$ cat src/rtl/tdm_demux4x1.sv
// Receive-side TDM demultiplexer: locks onto the slot-0 frame marker and rebuilds the
// N-bit parallel word from a serial slot stream, with framing-error detection.
module tdm_demux4x1 #(
    parameter int unsigned N  = 4,
    parameter int unsigned SW = 2
) (
    input  logic          clk_i,
    input  logic          rst_i,
    input  logic          en_i,
    input  logic          din_i,
    input  logic          sync_i,
    output logic [N-1:0]  o_o,
    output logic          valid_o,
    output logic [SW-1:0] s_o,
    output logic          locked_o,
    output logic          err_o
);

    typedef enum logic {StHunt, StRun} state_e;

    localparam logic [SW-1:0] LastSlot = SW'(N - 1);
    localparam logic [SW-1:0] FirstFill = SW'(1);

    state_e        state_q, state_d;
    logic [N-1:0]  stage_q, stage_d;
    logic [N-1:0]  o_q, o_d;
    logic [SW-1:0] s_q, s_d;
    logic          valid_q, valid_d;
    logic          err_q, err_d;

    always_ff @(posedge clk_i or posedge rst_i) begin
        if (rst_i) begin
            state_q <= StHunt;
            stage_q <= '0;
            o_q     <= '0;
            s_q     <= '0;
            valid_q <= 1'b0;
            err_q   <= 1'b0;
        end else begin
            state_q <= state_d;
            stage_q <= stage_d;
            o_q     <= o_d;
            s_q     <= s_d;
            valid_q <= valid_d;
            err_q   <= err_d;
        end
    end

    always_comb begin
        state_d = state_q;
        stage_d = stage_q;
        o_d     = o_q;
        s_d     = s_q;
        valid_d = 1'b0;
        err_d   = 1'b0;
        if (en_i) begin
            unique case (state_q)
                StHunt: begin
                    if (sync_i) begin
                        stage_d    = '0;
                        stage_d[0] = din_i;
                        s_d        = FirstFill;
                        state_d    = StRun;
                    end
                end
                StRun: begin
                    if (sync_i) begin
                        // A marker anywhere but slot 0 aborts the partial frame and restarts it.
                        err_d      = (s_q != '0);
                        stage_d    = '0;
                        stage_d[0] = din_i;
                        s_d        = FirstFill;
                    end else if (s_q == '0) begin
                        err_d   = 1'b1;
                        stage_d = '0;
                        s_d     = '0;
                        state_d = StHunt;
                    end else if (s_q == LastSlot) begin
                        o_d     = {din_i, stage_q[N-2:0]};
                        valid_d = 1'b1;
                        s_d     = '0;
                    end else begin
                        stage_d[s_q] = din_i;
                        s_d          = s_q + FirstFill;
                    end
                end
                default: state_d = StHunt;
            endcase
        end
    end

    assign o_o      = o_q;
    assign valid_o  = valid_q;
    assign err_o    = err_q;
    assign s_o      = s_q;
    assign locked_o = (state_q == StRun);

endmodule
$ cat config.mk
export PLATFORM = sky130hd
export DESIGN_NAME = tdm_demux4x1
export DESIGN_NICKNAME = d
export VERILOG_FILES = /design/src/rtl/tdm_demux4x1.sv
export SDC_FILE = /design/constraint.sdc
export NUM_CORES = 1
export LEC_CHECK = 0
export ABC_AREA = 0
export ABC_CLOCK_PERIOD_IN_PS = 1900
export BUFFER_PORTS_ARGS = -buffer_cell sky130_fd_sc_hd__buf_2
export CAP_MARGIN = 20
export CORE_UTILIZATION = 45
export CTS_CLUSTER_DIAMETER = 50
export DETAILED_ROUTE_END_ITERATION = 8
export PLACE_DENSITY = 0.68
export SETUP_SLACK_MARGIN = 0.15
export SYNTH_ARGS = -nofsm -noshare
export SYNTH_HDL_FRONTEND = slang
export SYNTH_SLANG_ARGS = --single-unit
$ cat constraint.sdc
create_clock -name clk_i -period 1.9 [get_ports clk_i]
set_clock_uncertainty 0.15 [all_clocks]
set_input_delay 0.38 -clock clk_i [delete_from_list [all_inputs] [get_ports clk_i]]
set_output_delay 0.38 -clock clk_i [all_outputs]
set_load 0.01 [all_outputs]
==> impl_metrics.csv, run 1 <==
group,metric,value,unit
finish,final_net_count,93,
synth,netlist.top_cell.by_area,"dfrtp_1",
synth,synth_seq_area_share,0.440,
power_and_ir_drop,total_power,1.01,mW
clock_network,clk_latency,0.27,ns
synth,async_flop_share,1.00,
place,preCtsSetupSlack,0.108,ns
setup_path,path_delay_family,"flip-flops",
setup_path,crit_arrival,1.68,ns
detailed_routing,drc_errors,0,
die,die_h,40.9,um
synth,synth_ff_type,"dfrtp_1",
global_route,track_usage,0.186,
power_and_ir_drop,peakVddDrop,545,uV
finish,post_route_cells_drive_above_1_share,0.405,
power_and_ir_drop,p_leak,0.420,nW
place,dpl.hpwl,949,um
clock_network,cts.sinks,12,
clock_network,cts.clk_slew.worst_paths,0.08,ns
setup_path,crit_buf_inv,2,
global_route,grt_antenna_before_repair,0,
synth,yosys.area.top_type_share,0.440,
sta,setup_viol,0,
place,port_buffers,13,
sta,fin_crit,1.67,ns
sta,hold_viol_final,0,
sta,fin_setup_tns,0,ns
setup_path,startpoint_type,"flip-flop",
synth,syn_inst,60,
synth,ys_ff_latch,12,
die,fp-row-count,13,
finish,postLayoutCoreUtil,0.613,
synth,synth.distinct_cells,23,
place,routabilityCongestion,0.794,
power_and_ir_drop,power.density,1220,nW/um^2
detailed_routing,antenna_left,0,
die,dieWidth,40.9,um
die,die-area,1670,um^2
sta,layout_setup_ws,0.231,ns
die,start_util,0.505,
finish,n_antenna_cell,0,
setup_path,worst_path_max_delay_cell,"dfrtp_2",
synth,synthTopCellsByCount,"12 x dfrtp_1, 8 x ha_1, 8 x inv_1, 5 x nand2_1",
synth,synth_edf_count,0,
global_route,grt_first_pass_wirelength,2020,um
clock_network,htreeDepth,1,
setup_path,cp-end-kind,"flip-flop",
die,core_area,1350,um^2
synth,syn-num-nets,73,
flow_run,maxCapViolCount,0,
clock_network,root_buffer,"clkbuf_4",
detailed_routing,wl,1270,um
detailed_routing,viasPerCell,5.31,
setup_path,critPathKind,"reg2reg",
worst_hold_path,min_path_type,"in2reg",
detailed_routing,drtPass1Iterations,4,
sta,tightestPinTransition,0.463,ns
sta,min_period_over_period,0.878,
detailed_routing,wl_per_cell,13.5,um
clock_network,cts_buffer_depth,2,
sta,drv_slew,0,
sta,max_freq,599,MHz
finish,syn_to_final_growth,21.3,%
global_route,grt_max_degree,13,
detailed_routing,num_vias,499,
synth,syn_area_per_cell,11.4,um^2
sta,slew_headroom,0.691,
synth,yosysMostFrequentCell,"dfrtp_1",
die,pin_count,14,
clock_network,cts_tree,"yes",
synth,synth_area_leaders,"dfrtp_1 44%, ha_1 15%, inv_1 4.4%",
global_route,gr-total-overflow,0,
sta,rsz0062_at_grt,"false",
sta,hold_slack,0.232,ns
setup_path,max_stage_delay,0.43,ns
clock_network,cts-buffers-inserted,3,
setup_path,critPathMaxFanout,6,
detailed_routing,drtIter0Drc,17,
global_route,grt_pass1_vias,462,
synth,ys_warn_count,0,
synth,synth_area,682,um^2
setup_path,required,1.91,ns
setup_path,crit_chain,"inv_2 > ha_4 > inv_1 > ha_1 > nand4_4 > mux2_2",
outcome,status,"complete, no violations",
worst reg2reg max path, delay by kind of cell, from the launching register on:
kind / cells / cell delay, ns
DFF: 1 / 0.43
adders and majority gates: 2 / 0.38
muxes: 1 / 0.34
buffers and inverters: 2 / 0.16
and+or+nand+nor: 1 / 0.10
layout by cell type (no fill, tap or decap), types with 2 or more instances in the layout:
cell type / count
buf_4: 3
clkbuf_4: 3
inv_1: 7
ha_1: 7
dfrtp_2: 2
dfrtp_1: 10
buf_2: 13
o221a_1: 2
o21ai_0: 3
o21ai_2: 2
mux2_2: 2
nand4_1: 3
nand2_1: 5
cells by family after synthesis:
family                     after synthesis  synth area share
and+or+nand+nor                         16             0.171
AOI/OAI and AO/OA                       12             0.132
DFF                                     12             0.440
buffers and inverters                   10            0.0771
adders and majority gates                8             0.147
muxes                                    2            0.0330
area by class of cell:
class                   instances  area, um^2
fillers                       113         523
multi-input cells              38         342
flip-flops and latches         12         303
repair buffers                 17        97.6
clock buffers                   4        36.3
inverters                       8        30.0
well taps                      15        18.8
per-stage QoR:
| step | instances | cell area, um^2 |
|---|---|---|
| floorplan | 60 | 682 |
| global placement | 86 | 743 |
| finish | 94 | 827 |
| global route | 94 | 827 |
| detailed placement | 86 | 743 |
| CTS | 91 | 793 |
layer usage:
layer / part of all wire / global-route usage / wire [um] / up-vias
li1: - / - / - / 245
met1: 0.48 / 0.227 / 609 / 243
met2: 0.49 / 0.313 / 619 / 9
met3: 0.027 / 0.0326 / 34 / 2
met4: 0.0039 / 0.0833 / 5 / 0
met5: 0 / 0 / 0 / -
final timing paths:
check	end	cells past startpoint	slack, ns	from
min	o_o[3]$_DFFE_PP0P_	2	0.23	din_i
max	o_o[3]$_DFFE_PP0P_	6	0.23	s_o[0]$_DFFE_PP0P_
min reg2reg	o_o[2]$_DFFE_PP0P_	2	0.34	o_o[2]$_DFFE_PP0P_
max reg2reg	o_o[3]$_DFFE_PP0P_	6	0.23	s_o[0]$_DFFE_PP0P_
max in group asynchronous	s_o[0]$_DFFE_PP0P_	3	0.75	rst_i
min in group asynchronous	err_o$_DFF_PP0_	3	0.51	rst_i
sequential cells by signal (all words and copies together), names as in the netlist:
signal,cells
valid_o,1
o_o,4
locked_o,1
s_o,2
stage_q,3
err_o,1
power breakdown:
part	switching [mW]	leakage, nW	total (mW)	internal (mW)
clock	0.0865	0.0210	0.203	0.116
combinational	0.221	0.247	0.425	0.204
sequential	0.0542	0.152	0.383	0.329
total	0.361	0.420	1.01	0.649
timing repair:
| item | in CTS | in global routing |
|---|---|---|
| resized for setup | 3 | 2 |
| setup endpoints to repair | 3 | 3 |
| hold buffers | 1 | 0 |
| buffers inserted | 0 | 3 |
| endpoints found under the hold margin | 12 | 0 |
(Power assumes the default switching activity.)
==> inputs of run 2 (changes only) <==
MAX_ROUTING_LAYER = met4   (was not set)
==> run 2 against run 1 <==
Compared with the run above:
- sequential power about the same
- via count increased by 0.60%
- critical path type unchanged
- global-route usage increased by 0.52 points
- largest cell class unchanged
- combinational power about the same
- total power increased by 0.25%
- cell count unchanged
- worst setup slack got worse by 0.0025 ns
- sequential share of layout area unchanged
==> impl_metrics.csv, run 2 (synthesis gave the netlist of run 1 again) <==
group,metric,value,unit
sta,fin_crit,1.67,ns
sta,tightestPinTransition,0.463,ns
setup_path,r2r_start,"s_o[0]$_DFFE_PP0P_",
worst_hold_path,min_from,"din_i",
setup_path,critPathMaxFanout,6,
setup_path,critPathKind,"reg2reg",
die,start_util,0.505,
worst_hold_path,hold_depth,2,
setup_path,regToRegSetupSlack,0.23,ns
detailed_routing,antenna_left,0,
place,routabilityCongestion,0.806,
finish,syn_to_final_growth,21.3,%
finish,largest_register_ffs,4,
sta,drv_slew,0,
die,die_h,40.9,um
sta,min_period_over_period,0.880,
detailed_routing,wl,1290,um
detailed_routing,wl_per_cell,13.7,um
sta,hold_slack,0.232,ns
clock_network,root_buffer,"clkbuf_4",
place,dpl.hpwl,949,um
place,port_buffers,13,
detailed_routing,viasPerCell,5.34,
setup_path,crit_chain,"inv_2 > ha_4 > inv_1 > ha_1 > nand4_4 > mux2_2",
detailed_routing,drtIter0Drc,17,
clock_network,cts_tree,"yes",
finish,post_route_cells_drive_above_1_share,0.405,
global_route,gr-total-overflow,0,
sta,slew_headroom,0.691,
sta,setup_viol,0,
finish,n_antenna_cell,0,
global_route,grt_pass1_vias,463,
power_and_ir_drop,power.density,1220,nW/um^2
worst_hold_path,hold_end,"o_o[3]$_DFFE_PP0P_",
global_route,grt_antenna_before_repair,0,
sta,max_freq,598,MHz
sta,rsz0062_at_grt,"false",
clock_network,cts_buffer_depth,2,
finish,fillers,113,
clock_network,cts.sinks,12,
setup_path,crit_arrival,1.68,ns
die,pin_count,14,
finish,final_net_count,93,
clock_network,htreeDepth,1,
flow_run,maxCapViolCount,0,
setup_path,max_stage_delay,0.43,ns
detailed_routing,drc_errors,0,
die,dieWidth,40.9,um
clock_network,cts.clk_slew.worst_paths,0.08,ns
global_route,grt_max_degree,13,
worst_hold_path,min_path_type,"in2reg",
global_route,track_usage,0.191,
global_route,grt_first_pass_wirelength,2020,um
setup_path,worst_path_max_delay_cell,"dfrtp_2",
power_and_ir_drop,p_leak,0.420,nW
setup_path,startpoint_type,"flip-flop",
clock_network,cts-buffers-inserted,3,
finish,layout_common_cells,"13 x buf_2, 10 x dfrtp_1, 7 x inv_1, 7 x ha_1, 5 x nand2_1",
setup_path,reg2regPathDepth,6,
sta,layout_setup_ws,0.229,ns
die,die-area,1670,um^2
power_and_ir_drop,peakVddDrop,547,uV
finish,layout_commonest_cell,"buf_2",
place,preCtsSetupSlack,0.108,ns
setup_path,r2r_end,"o_o[3]$_DFFE_PP0P_",
detailed_routing,num_vias,502,
detailed_routing,drtPass1Iterations,4,
sta,fin_setup_tns,0,ns
die,core_area,1350,um^2
outcome,status,"complete, no violations",
die,fp-row-count,13,
setup_path,required,1.91,ns
sta,hold_viol_final,0,
clock_network,clk_latency,0.27,ns
setup_path,cp-end-kind,"flip-flop",
[run 2: worst max path at each step]
stage / startpoint / to / slack (ns) / cells after the start
after global placement: s_o[0]$_DFFE_PP0P_ / o_o[3]$_DFFE_PP0P_ / 0.16 / 6
after CTS: s_o[1]$_DFFE_PP0P_ / o_o[3]$_DFFE_PP0P_ / 0.15 / 6
after floorplan: s_o[0]$_DFFE_PP0P_ / o_o[0]$_DFFE_PP0P_ / 0.20 / 6
after global routing: s_o[0]$_DFFE_PP0P_ / o_o[0]$_DFFE_PP0P_ / 0.18 / 6
final: s_o[0]$_DFFE_PP0P_ / o_o[3]$_DFFE_PP0P_ / 0.23 / 6
after detailed placement: s_o[0]$_DFFE_PP0P_ / o_o[0]$_DFFE_PP0P_ / 0.11 / 6
[run 2: area by class of cell]
type / instances / area [um^2] / share of cell area
flip-flops and latches: 12 / 303 / 0.366
clock buffers: 4 / 36.3 / 0.0439
well taps: 15 / 18.8 / 0.0227
repair buffers: 17 / 97.6 / 0.118
inverters: 8 / 30.0 / 0.0363
multi-input cells: 38 / 342 / 0.413
[run 2: per-stage QoR]
stage | std cells | cell area [um^2] | total power [mW] | utilization
2_1_floorplan | 60 | 682 | 0.652 | -
5_1_grt | 94 | 827 | 1.09 | 0.613
3_5_place_dp | 86 | 743 | 0.757 | 0.551
4_1_cts | 91 | 793 | 0.968 | 0.588
3_3_place_gp | 86 | 743 | 0.744 | 0.551
6_report | 94 | 827 | 1.01 | 0.613
[run 2: per-layer routing]
layer  vias to the layer above  global-route usage  share of wire
met4                         0              0.0833         0.0039
met2                         7               0.313           0.48
met1                       248               0.227           0.49
li1                        245                   -              -
met3                         2              0.0326          0.023
met5                         -                   -              0
[run 2: report_power, final]
group          internal, mW  leakage (nW)  switching, mW
sequential            0.329         0.152         0.0550
clock                 0.116        0.0210         0.0865
combinational         0.204         0.247          0.222
total                 0.649         0.420          0.364
[run 2: worst max-delay path: cells and delay by family (launching register included)]
kind                       cells  cell delay, ns
DFF                            1            0.43
muxes                          1            0.34
adders and majority gates      2            0.37
and+or+nand+nor                1            0.10
buffers and inverters          2            0.16
[run 2: what timing repair did]
action / 4_1_cts / 5_1_grt
setup endpoints to repair: 3 / 3
buffers inserted: 0 / 3
pin swaps: 0 / 0
gates resized for setup: 3 / 2
endpoints found under the hold margin: 12 / 0
hold buffers: 1 / 0
